--- config.mk ---
export PLATFORM = sky130hd
export DESIGN_NAME = dqs_oe_sequencer
export DESIGN_NICKNAME = d
export VERILOG_FILES = /design/src/rtl/ddr_phy_pkg.sv /design/src/rtl/oe_down_counter.sv /design/src/rtl/dqs_oe_sequencer.sv
export SDC_FILE = /design/constraint.sdc
export NUM_CORES = 1
export LEC_CHECK = 0
export CAP_MARGIN = 20
export CORE_MARGIN = 1.5
export CORE_UTILIZATION = 55
export CTS_BUF_LIST = sky130_fd_sc_hd__clkbuf_4
export DETAILED_ROUTE_END_ITERATION = 7
export PLACE_DENSITY_LB_ADDON = 0.12
export SETUP_SLACK_MARGIN = 0.4
export SYNTH_ARGS = -nofsm -noshare
export SYNTH_HDL_FRONTEND = slang
export SYNTH_SLANG_ARGS = --single-unit
--- constraint.sdc ---
create_clock -name clk -period 2.1 [get_ports clk]
set_input_delay 0.42 -clock clk [delete_from_list [all_inputs] [get_ports clk]]
set_output_delay 0.42 -clock clk [all_outputs]
set_load 0.01 [all_outputs]
--- src/rtl/ddr_phy_pkg.sv ---
// Shared DDR PHY definitions: write-sequencer state encoding and parameter limits.
// Configuration macro DQS_TRAIN_EN adds the TRAIN state to the encoding.
package ddr_phy_pkg;

  localparam int unsigned STATE_W  = 3;

  // Legal parameter ranges for dqs_oe_sequencer
  localparam int unsigned PRE_MIN  = 1;
  localparam int unsigned PRE_MAX  = 3;
  localparam int unsigned POST_MIN = 1;
  localparam int unsigned POST_MAX = 3;
  localparam int unsigned GAP_MAX  = 7;

  typedef enum logic [STATE_W-1:0] {
    IDLE  = 3'd0,
    PRE   = 3'd1,
    BURST = 3'd2,
    POST  = 3'd3,
    GAP   = 3'd4
`ifdef DQS_TRAIN_EN
    ,TRAIN = 3'd5
`endif
  } state_e;

  // True when the sequencer timing parameters are inside their legal ranges
  function automatic logic params_ok(input int unsigned pre, input int unsigned post,
                                     input int unsigned gap);
    return (pre >= PRE_MIN) && (pre <= PRE_MAX) &&
           (post >= POST_MIN) && (post <= POST_MAX) &&
           (gap <= GAP_MAX);
  endfunction

endpackage

--- src/rtl/oe_down_counter.sv ---
// Loadable down-counter with terminal-count flag, shared by all sequencer phases.
// Ports:
//   clk, rst_n  clock, async active-low reset (count clears to 0)
//   load        load load_val this cycle (takes priority over counting)
//   load_val    value to load
//   tc_c        combinational: count is 0 (current phase ends this cycle)
module oe_down_counter #(
  parameter int unsigned W = 4
) (
  input  logic         clk,
  input  logic         rst_n,
  input  logic         load,
  input  logic [W-1:0] load_val,
  output logic         tc_c
);

  logic [W-1:0] count_q;

  // Count down, holding at zero
  always_ff @(posedge clk or negedge rst_n) begin
    if (!rst_n) begin
      count_q <= '0;
    end else if (load) begin
      count_q <= load_val;
    end else if (count_q != '0) begin
      count_q <= count_q - W'(1);
    end
  end

  assign tc_c = (count_q == '0);

endmodule

--- src/rtl/dqs_oe_sequencer.sv ---
// DDR3 write-burst sequencer for the DQS/DQS# tristate buffer (I and T pins) and the
// DQ buffer T pins: preamble, toggling burst, postamble, turnaround gap, with
// seamless merging of back-to-back bursts.
// Ports:
//   clk, rst_n  clock, async active-low reset
//   wr_req      write request, held until wr_ack
//   burst_len   beats in the burst (0 means 1), captured with wr_ack
//   wr_ack      one-cycle accept pulse
//   dqs_i       DQS buffer I pin
//   dqs_t       DQS buffer T pin (1 = tristate)
//   dq_t        DQ buffers T pin (1 = tristate)
//   busy        sequencer not idle
//   rd_ok       bus released, read path may start
//   train_en    write-leveling free-run request
// Macro DQS_TRAIN_EN: enables the TRAIN free-run state; otherwise train_en is ignored.
module dqs_oe_sequencer
  import ddr_phy_pkg::*;
#(
  parameter int unsigned PRE_CYCLES  = 1,
  parameter int unsigned POST_CYCLES = 1,
  parameter int unsigned GAP_CYCLES  = 2,
  parameter int unsigned BL_W        = 4
) (
  input  logic            clk,
  input  logic            rst_n,
  input  logic            wr_req,
  input  logic [BL_W-1:0] burst_len,
  output logic            wr_ack,
  output logic            dqs_i,
  output logic            dqs_t,
  output logic            dq_t,
  output logic            busy,
  output logic            rd_ok,
  input  logic            train_en
);

  // Counter must hold both burst_len-1 and the largest gap count
  localparam int unsigned CNT_W = (BL_W > 3) ? BL_W : 3;

  // Elaboration-time rejection of illegal timing parameters
  if (!params_ok(PRE_CYCLES, POST_CYCLES, GAP_CYCLES)) begin : g_param_err
    $fatal(1, "dqs_oe_sequencer: illegal parameter (PRE_CYCLES=%0d POST_CYCLES=%0d GAP_CYCLES=%0d)",
           PRE_CYCLES, POST_CYCLES, GAP_CYCLES);
  end

  state_e            state_q, state_d;
  logic [BL_W-1:0]   blen_q, blen_d;
  logic              cnt_load;
  logic [CNT_W-1:0]  cnt_val;
  logic              cnt_tc_c;
  logic              wr_ack_d, dqs_i_d, dqs_t_d, dq_t_d, busy_d, rd_ok_d;

`ifndef DQS_TRAIN_EN
  logic unused_train_en;
  assign unused_train_en = train_en;
`endif

  // Counter preload for a burst: beats-1, with 0 beats treated as 1
  function automatic logic [CNT_W-1:0] beats_m1(input logic [BL_W-1:0] bl);
    return (bl == '0) ? '0 : CNT_W'(bl - BL_W'(1));
  endfunction

  oe_down_counter #(.W(CNT_W)) u_cnt (
    .clk      (clk),
    .rst_n    (rst_n),
    .load     (cnt_load),
    .load_val (cnt_val),
    .tc_c     (cnt_tc_c)
  );

  // Next state, counter control and next output values
  always_comb begin
    state_d  = state_q;
    blen_d   = blen_q;
    cnt_load = 1'b0;
    cnt_val  = '0;
    wr_ack_d = 1'b0;
    dqs_i_d  = 1'b0;
    dqs_t_d  = 1'b1;
    dq_t_d   = 1'b1;
    busy_d   = 1'b0;
    rd_ok_d  = 1'b1;

    case (state_q)
      IDLE: begin
`ifdef DQS_TRAIN_EN
        if (train_en) begin
          state_d = TRAIN;
        end else
`endif
        if (wr_req) begin
          state_d  = PRE;
          wr_ack_d = 1'b1;
          blen_d   = burst_len;
          cnt_load = 1'b1;
          cnt_val  = CNT_W'(PRE_CYCLES - 1);
        end
      end
      PRE: begin
        if (cnt_tc_c) begin
          state_d  = BURST;
          cnt_load = 1'b1;
          cnt_val  = beats_m1(blen_q);
        end
      end
      BURST: begin
        if (cnt_tc_c) begin
          cnt_load = 1'b1;
          if (wr_req) begin
            // Seamless merge: reload beats, stay in BURST
            wr_ack_d = 1'b1;
            blen_d   = burst_len;
            cnt_val  = beats_m1(burst_len);
          end else begin
            state_d = POST;
            cnt_val = CNT_W'(POST_CYCLES - 1);
          end
        end
      end
      POST: begin
        if (cnt_tc_c) begin
          if (GAP_CYCLES == 0) begin
            state_d = IDLE;
          end else begin
            state_d  = GAP;
            cnt_load = 1'b1;
            cnt_val  = CNT_W'(GAP_CYCLES - 1);
          end
        end
      end
      GAP: begin
        if (cnt_tc_c) begin
          state_d = IDLE;
        end
      end
`ifdef DQS_TRAIN_EN
      TRAIN: begin
        if (!train_en) begin
          state_d  = POST;
          cnt_load = 1'b1;
          cnt_val  = CNT_W'(POST_CYCLES - 1);
        end
      end
`endif
      default: state_d = IDLE;
    endcase

    // Outputs follow the state being entered so they register alongside it
    case (state_d)
      PRE, POST: begin
        dqs_t_d = 1'b0;
      end
      BURST: begin
        dqs_t_d = 1'b0;
        dq_t_d  = 1'b0;
        dqs_i_d = ~dqs_i;
      end
`ifdef DQS_TRAIN_EN
      TRAIN: begin
        dqs_t_d = 1'b0;
        dqs_i_d = ~dqs_i;
      end
`endif
      default: ;
    endcase
    busy_d  = (state_d != IDLE);
    rd_ok_d = (state_d == IDLE);
  end

  // State and output registers
  always_ff @(posedge clk or negedge rst_n) begin
    if (!rst_n) begin
      state_q <= IDLE;
      blen_q  <= '0;
      wr_ack  <= 1'b0;
      dqs_i   <= 1'b0;
      dqs_t   <= 1'b1;
      dq_t    <= 1'b1;
      busy    <= 1'b0;
      rd_ok   <= 1'b1;
    end else begin
      state_q <= state_d;
      blen_q  <= blen_d;
      wr_ack  <= wr_ack_d;
      dqs_i   <= dqs_i_d;
      dqs_t   <= dqs_t_d;
      dq_t    <= dq_t_d;
      busy    <= busy_d;
      rd_ok   <= rd_ok_d;
    end
  end

endmodule

==> impl_metrics.py <==
metrics = {
    "final_layout": {
        "num_antenna_cells": 0,
        "final_cell_mix": "dfrtp_1, buf_4, nor2_1",
        "final_common_cell": "dfrtp_1",
        "final-instance-count-excl-fill": 147,
        "nFillCells": 137,
        "fin_nets": 136,
        "drive_above_1_share": 0.320,
        "area_growth_pct": 27.8,
    },
    "sta": {
        "hold_violations": 0,
        "finalCriticalPeriod_ns": 1.72,
        "fin_skew_ns": 0.00292,
        "setup-tns-final_ns": 0,
        "max-slew-margin-rel": 0.608,
        "tightest_slew_ns": 0.586,
        "period_share": 0.817,
        "final-max-slew-violation-count": 0,
        "fmax_mhz": 583,
        "setup_violations": 0,
        "rsz0062_at_grt": "true",
    },
    "cts": {
        "path_clk_slew_ns": 0.10,
        "cts.sinks": 17,
        "tritoncts": "done",
        "clock-root-buffer": "clkbuf_4",
        "max-clock-path-buffers": 2,
        "h-tree-depth": 1,
        "numCtsBuffers": 3,
        "clk_latency_ns": 0.30,
    },
    "floorplanning": {
        "io-pin-count": 14,
        "fp.dieW_um": 45.7,
        "initial_core_util": 0.581,
        "die-area_mm2": 0.00209,
        "core_area_mm2": 0.00173,
        "rows": 15,
        "die_h_um": 45.7,
    },
    "yosys": {
        "synth.area.top_cells": "dfrtp_1, dfstp_2, ha_1, mux2i_1, nor2_1",
        "synth_edf_count": 0,
        "synth_area_leader_cell": "dfrtp_1",
        "syn_nets": 111,
        "ys_ff_latch": 17,
        "yosysUniqueCellTypes": 37,
        "ys_seq_area_frac": 0.428,
        "synth-async-reset-ratio": 1.00,
        "synthFlopType": "dfrtp_1",
        "netlist_instances": 98,
        "yosys_warnings": 0,
        "avgSynthCellArea_um2": 10.2,
        "yosysTopAreaCellShare": 0.349,
        "syn-cell-area_mm2": 0.00100,
    },
    "run_status": {
        "status": "finished clean",
    },
    "hold_path": {
        "hp-class": "reg -> reg",
    },
    "drt": {
        "drt-total-wl_um": 1970,
        "via_per_inst": 5.24,
        "post_drt_wl_per_cell_um": 13.4,
        "ant_nets": 0,
        "first_pass_iters": 4,
        "drtIter0Drc": 22,
        "vias": 771,
        "drc": 0,
    },
    "worst_setup_path": {
        "path_buf_inv": 1,
        "endpoint_kind": "flip-flop",
        "crit_path_max_fanout": 4,
        "cp_cell_sequence": "inv_2 > ha_4 > or3b_4 > a21oi_4 > mux2_4",
        "critPathKind": "reg -> reg",
        "worstPathRequired_ns": 2.29,
        "start_kind": "flip-flop",
        "path_delay_family": "simple AND/OR/NAND/NOR gates",
        "critPathArrivalTime_ns": 1.90,
        "cpMaxStageDelayCell": "or3b_4",
        "slowest_delay_ns": 0.42,
    },
    "global_routing": {
        "grt_pass1_wl_um": 3040,
        "grt_max_degree": 14,
        "grt_pass1_vias": 684,
        "antenna_found_initial": 0,
        "track_usage": 0.216,
        "grt-ovfl-total": 0,
    },
    "pwr": {
        "p_leak_nw": 0.570,
        "ir_drop_v": 0.000839,
        "powerDensity_mw_per_mm2": 1330,
    },
    "placement": {
        "port_buffers": 12,
        "dp.cells": 133,
        "dpl.hpwl_um": 1360,
        "gp_congestion": 0.799,
    },
    "job": {
        "drv_cap": 0,
    },
}
[cell families (layout without fill, tap and decap cells)]
| logic type | Yosys count | count (layout) | synth area share |
|---|---|---|---|
| adder cells (fa/ha/maj) | 5 | 5 | 0.0623 |
| buffers and inverters | 9 | 33 | 0.0362 |
| flip-flops | 17 | 17 | 0.428 |
| multiplexers | 7 | 7 | 0.0798 |
| AO/OA/AOI/OAI | 20 | 20 | 0.150 |
| AND/OR/NAND/NOR | 37 | 37 | 0.218 |
| XOR/XNOR | 3 | 3 | 0.0262 |
[Yosys cell counts, types with 2 or more instances]
cell	number
buf_2	2
a21o_1	2
nor3b_1	2
nand3_1	2
xor2_1	2
a21oi_1	4
or3_1	2
inv_1	6
dfstp_2	3
o21ai_0	4
nand2_1	5
dfrtp_1	14
mux2_4	2
nor3_1	5
mux2i_1	5
nand2b_1	5
ha_1	5
nor2_1	9
[sequential cells by signal (all words and copies together) (netlist names)]
name / count
dqs_i: 1
u_cnt.count_q: 4
wr_ack: 1
dq_t: 1
dqs_t: 1
state_q: 3
busy: 1
blen_q: 4
rd_ok: 1
[per-layer routing]
layer  up-vias  GRT usage  wire [µm]
met2        17      0.324        931
met5         -          0          0
li1        393          -          -
met1       356      0.294        913
met3         5     0.0476         77
met4         0      0.103         45
[worst paths after layout]
path	cells past startpoint	from	to	slack (ns)
max in group asynchronous	2	rst_n	blen_q[2]	1.11
hold reg to reg	1	dqs_i	dqs_i	0.43
setup reg to reg	5	u_cnt.count_q[0]	blen_q[2]	0.38
hold / removal	1	dqs_i	dqs_i	0.43
min in group asynchronous	1	rst_n	u_cnt.count_q[3]	0.49
setup / recovery	5	u_cnt.count_q[0]	blen_q[2]	0.38
[metrics by stage]
step,utilization,power (mW),hold slack (ns),cell area [µm²],setup slack [ns]
floorplan,-,1.19,0.124,1020,0.405
global placement,0.672,1.39,0.412,1160,0.113
detailed placement,0.672,1.41,0.418,1160,0.0506
CTS,0.724,1.66,0.432,1250,0.402
global route,0.743,1.84,0.451,1280,0.297
finish,0.743,1.71,0.430,1280,0.385
[report_power, final]
part	leakage (nW)	internal (mW)	switching [mW]	total [mW]
logic	0.353	0.496	0.389	0.885
registers	0.199	0.495	0.151	0.646
clock network	0.0177	0.0711	0.105	0.176
[what timing repair did]
action                     in CTS  in global routing
gates resized for setup         9                  5
pin swaps                       5                  5
setup buffers                   8                  2
setup endpoints to repair       9                  9
hold buffers                    0                  0
[final cells by class]
class	instances	area, µm²	area share
Clock buffer	3	22.5	0.0176
Sequential cell	17	429	0.335
Multi-Input combinational cell	72	572	0.446
Inverter	6	22.5	0.0176
Timing Repair Buffer	23	200	0.156
Clock inverter	1	5.00	0.00390
Tap cell	25	31.3	0.0244
Note: power is estimated with default switching activity, not from simulation.
